### src/rtl/dual_rail_capture.sv
// Elastic STAGES-deep pipeline that encodes WIDTH-bit words into {a,~a} dual-rail form.
// Optional history of delivered words is built when DUAL_RAIL_HIST_EN is defined.
module dual_rail_capture #(
  parameter  int WIDTH  = 1,
  parameter  int STAGES = 1,
  parameter  int DEPTH  = 10,
  localparam int AW     = $clog2(DEPTH),
  localparam int CW     = $clog2(DEPTH + 1)
) (
  input  logic                 clk,
  input  logic                 rst,
  input  logic                 in_valid,
  output logic                 in_ready,
  input  logic [WIDTH-1:0]     in_data,
  output logic                 out_valid,
  input  logic                 out_ready,
  output logic [2*WIDTH-1:0]   out_data,
  input  logic [AW-1:0]        hist_rd_idx,
  output logic [2*WIDTH-1:0]   hist_rd_data,
  output logic [CW-1:0]        hist_count,
  output logic                 hist_wrapped
);

  function automatic logic [2*WIDTH-1:0] encode(input logic [WIDTH-1:0] a);
    logic [2*WIDTH-1:0] r;
    for (int i = 0; i < WIDTH; i++) begin
      r[2*i+1] = a[i];
      r[2*i]   = !a[i];
    end
    return r;
  endfunction

  logic [STAGES-1:0]   vld_q, vld_d;
  logic [2*WIDTH-1:0]  data_q [STAGES];
  logic [2*WIDTH-1:0]  data_d [STAGES];
  logic [STAGES-1:0]   load;

  // A stage may load when it or any stage downstream of it has a hole, or the consumer drains.
  always_comb begin
    logic hole;
    hole = out_ready;
    load = '0;
    for (int i = STAGES - 1; i >= 0; i--) begin
      hole    = hole || !vld_q[i];
      load[i] = hole;
    end
  end

  always_comb begin
    vld_d = vld_q;
    for (int i = 0; i < STAGES; i++) data_d[i] = data_q[i];
    if (load[0]) begin
      vld_d[0] = in_valid;
      if (in_valid) data_d[0] = encode(in_data);
    end
    for (int i = 1; i < STAGES; i++) begin
      if (load[i]) begin
        vld_d[i] = vld_q[i-1];
        if (vld_q[i-1]) data_d[i] = data_q[i-1];
      end
    end
  end

  always_ff @(posedge clk) begin
    if (rst) begin
      vld_q <= '0;
      for (int i = 0; i < STAGES; i++) data_q[i] <= '0;
    end else begin
      vld_q <= vld_d;
      for (int i = 0; i < STAGES; i++) data_q[i] <= data_d[i];
    end
  end

  assign in_ready  = load[0];
  assign out_valid = vld_q[STAGES-1];
  assign out_data  = data_q[STAGES-1];

`ifdef DUAL_RAIL_HIST_EN
  logic [2*WIDTH-1:0] hist_mem [DEPTH];
  logic [AW-1:0]      wp_q, wp_d;
  logic [CW-1:0]      cnt_q, cnt_d;
  logic               wrap_q, wrap_d;
  logic               wr;
  logic [AW:0]        oldest, sum, rd_ptr;

  assign wr = out_valid && out_ready;

  always_comb begin
    wp_d   = wp_q;
    cnt_d  = cnt_q;
    wrap_d = wrap_q;
    if (wr) begin
      wp_d = (wp_q == AW'(DEPTH - 1)) ? '0 : wp_q + 1'b1;
      if (cnt_q == CW'(DEPTH)) wrap_d = 1'b1;
      else                     cnt_d  = cnt_q + 1'b1;
    end
  end

  always_ff @(posedge clk) begin
    if (rst) begin
      wp_q   <= '0;
      cnt_q  <= '0;
      wrap_q <= 1'b0;
    end else begin
      wp_q   <= wp_d;
      cnt_q  <= cnt_d;
      wrap_q <= wrap_d;
    end
  end

  // Storage is never cleared; hist_count alone decides which entries are readable.
  always_ff @(posedge clk) begin
    if (wr && !rst) hist_mem[wp_q] <= out_data;
  end

  always_comb begin
    oldest = (cnt_q == CW'(DEPTH)) ? {1'b0, wp_q} : '0;
    sum    = oldest + {1'b0, hist_rd_idx};
    rd_ptr = (sum >= (AW+1)'(DEPTH)) ? sum - (AW+1)'(DEPTH) : sum;
    hist_rd_data = '0;
    if (CW'(hist_rd_idx) < cnt_q) hist_rd_data = hist_mem[rd_ptr[AW-1:0]];
  end

  assign hist_count   = cnt_q;
  assign hist_wrapped = wrap_q;
`else
  logic unused_hist_idx;
  assign unused_hist_idx = ^hist_rd_idx;
  assign hist_rd_data    = '0;
  assign hist_count      = '0;
  assign hist_wrapped    = 1'b0;
`endif

endmodule

### config.mk
export PLATFORM = sky130hd
export DESIGN_NAME = dual_rail_capture
export DESIGN_NICKNAME = d
export VERILOG_FILES = /design/src/rtl/dual_rail_capture.sv
export SDC_FILE = /design/constraint.sdc
export NUM_CORES = 1
export LEC_CHECK = 0
export BUFFER_PORTS_ARGS = -buffer_cell sky130_fd_sc_hd__clkbuf_2
export CORE_AREA = 2 2 39 41
export DETAILED_ROUTE_END_ITERATION = 6
export DIE_AREA = 0 0 41 43
export GPL_TIMING_DRIVEN = 0
export RECOVER_POWER = 100
export SYNTH_ARGS = -nofsm -noshare
export SYNTH_HDL_FRONTEND = slang
export SYNTH_SLANG_ARGS = --single-unit
### constraint.sdc
create_clock -name clk -period 1 [get_ports clk]
set_input_delay 0.15 -clock clk [delete_from_list [all_inputs] [get_ports clk]]
set_output_delay 0.15 -clock clk [all_outputs]
set_load 0.02 [all_outputs]
==> flow_summary.yaml <==
critical_path:
  crit_end: "in_ready"
  path_class: "reg -> out"
  required_ps: 850
  reg2reg_to: "data_q[0][1]$_SDFFE_PP0P_"
  cp_max_fo: 6
  critPathLaunch: "out_valid$_SDFFE_PP0P_"
  worstReg2RegStart: "out_valid$_SDFFE_PP0P_"
  crit_path_start_kind: "register"
  arrival_ps: 790
  reg2reg_depth: 3
  end_kind: "output port"
  r2r_slack_ps: 170
cts:
  clockBufferDepth: 2
  cts_tree: "yes"
  cts-root-buf: "clkbuf_4"
  h-tree-depth: 1
  insertion_delay_ps: 230
  cts_buffers: 3
  ctsHoldBuffers: 0
  clk_pin_slew_ps: 40
  cts_sinks: 3
timing:
  grt_setup_unrepaired: "no"
  fmax_mhz: 1070
  final-hold-violation-count: 0
  finalCriticalPeriod_ps: 935
  fin_skew_ps: 3.65
  finalSetupViolCount: 0
  slew_violations: 0
  fin_crit_sh_pct: 93.5
  fin_setup_tns_ps: 0
layout:
  drive_above_1_share_pct: 48.7
  antenna_cells: 0
  layout_common_cells: "buf_4, conb_1, clkbuf_2"
  instances_no_fill: 55
  final_nets: 49
  fillers: 160
  area_delta_synth_final_pct: 59.1
logic_synthesis:
  synth_simple_gate_area_share_pct: 15.4
  synth_cell_types: 12
  netlist_instances: 21
  netlist_area_um2: 186
  synth_compound_area_share_pct: 20.1
  synth_xor_area_share_pct: 0
  yosysSeqAreaShare_pct: 32.2
  syn_avg_cell_area_um2: 8.88
  yosysWarningCount: 0
  synthMuxAreaShare_pct: 0
  synth_top_family_by_area: "buffers and inverters"
  ys_ff_latch: 3
  yosys.area_share.adder_pct: 0
floorplanning:
  num_rows: 14
  dieArea_um2: 1760
  die_h_um: 43
  coreArea_um2: 1380
  io-pin-count: 20
  start_util_pct: 13.5
  chipWidth_um: 41
pwr:
  peakVddDrop_mv: 0.848
  p_per_area_nw_per_um2: 1480
  leakagePower_nw: 0.160
placement:
  gp_congestion: 0.657
  port_buffers: 8
  dpl.hpwl_um: 279
  dp.cells: 51
grt:
  grt_pass1_wl_um: 572
  grt_pass1_vias: 154
  antenna_found_initial: 0
  grt_use_total_pct: 5.61
  grt_max_degree: 7
  grt_overflow_total: 0
route:
  vias: 168
  wirelength_um: 324
  drc: 0
  via_per_inst: 3.05
  avgRoutedWirePerCell_um: 5.89
  drt_first_pass_iters: 1
  drtIter0Drc: 0
  postRouteAntennaNets: 0
job:
  drv_cap: 0
min_path:
  holdPathStages: 2
  hold_class: "in -> reg"
outcome:
  status: "completed"
[repair_timing]
action | 4_1_cts | 5_1_grt
gates resized for setup | 1 | 3
pin swaps | 0 | 0
endpoints found under the setup margin | 1 | 1
buffers inserted | 0 | 0
[worst max-delay path, cell delays in order (launching register included)]
cell      delay, ps
dfxtp_2         340
nand2b_4         80
buf_6           130
[routing by layer]
layer,global-route usage [%],vias to the layer above,part of all wire (%)
li1,-,92,-
met1,4.78,66,37
met2,7.19,10,46
met3,9.42,0,17
met4,0,0,0
met5,0,-,0
[worst min-delay path by stage]
| stage | from | end | slack, ps |
|---|---|---|---|
| floorplan | rst | data_q[0][1]$_SDFFE_PP0P_ | 210 |
| global placement | rst | data_q[0][1]$_SDFFE_PP0P_ | 360 |
| detailed placement | rst | data_q[0][1]$_SDFFE_PP0P_ | 370 |
| CTS | rst | out_valid$_SDFFE_PP0P_ | 110 |
| global route | rst | out_valid$_SDFFE_PP0P_ | 110 |
| finish | rst | out_valid$_SDFFE_PP0P_ | 110 |
[power by group]
part / internal, mW / switching [mW]
registers: 0.129 / 0.00473
logic: 0.0417 / 0.0543
clock network: 0.149 / 0.0597
[registers in the layout, summed over array words and instances, names as in the netlist]
register   cells
data_q         2
out_valid      1
[synthesized netlist by cell type]
cell / number / area, um^2
nor2_1: 1 / 3.75
nand2b_1: 1 / 6.26
a21oi_1: 2 / 10.0
buf_4: 7 / 52.6
inv_1: 1 / 3.75
a21bo_1: 1 / 10.0
a21oi_2: 1 / 8.76
nand3_1: 1 / 5.00
nand2b_4: 1 / 13.8
conb_1: 1 / 3.75
dfxtp_1: 3 / 60.1
a31o_2: 1 / 8.76
[final cells by class]
cell class / count / area [um^2] / area share (%)
Sequential cell: 3 / 61.3 / 20.7
Buffer: 7 / 52.6 / 17.7
Multi-Input combinational cell: 16 / 88.8 / 30.0
Timing Repair Buffer: 8 / 43.8 / 14.8
Tap cell: 16 / 20.0 / 6.75
Clock buffer: 4 / 26.3 / 8.86
Inverter: 1 / 3.75 / 1.27
[cell families after synthesis]
family,after synthesis
buf+inv,8
simple gates,4
other cells,1
flops,3
compound gates,5
[metrics by stage]
step | total power, mW | hold WS (ps) | util [%] | cell area [um^2] | setup WS (ps)
after floorplan | 0.208 | 212 | - | 209 | 17.2
after global placement | 0.229 | 358 | 19.4 | 269 | 173
after detailed placement | 0.231 | 367 | 19.4 | 269 | 153
after CTS | 0.450 | 115 | 21.4 | 297 | 21.8
after global routing | 0.484 | 108 | 21.4 | 297 | 16.1
final | 0.438 | 109 | 21.4 | 297 | 64.6
Power figures use the tool's default switching activity.
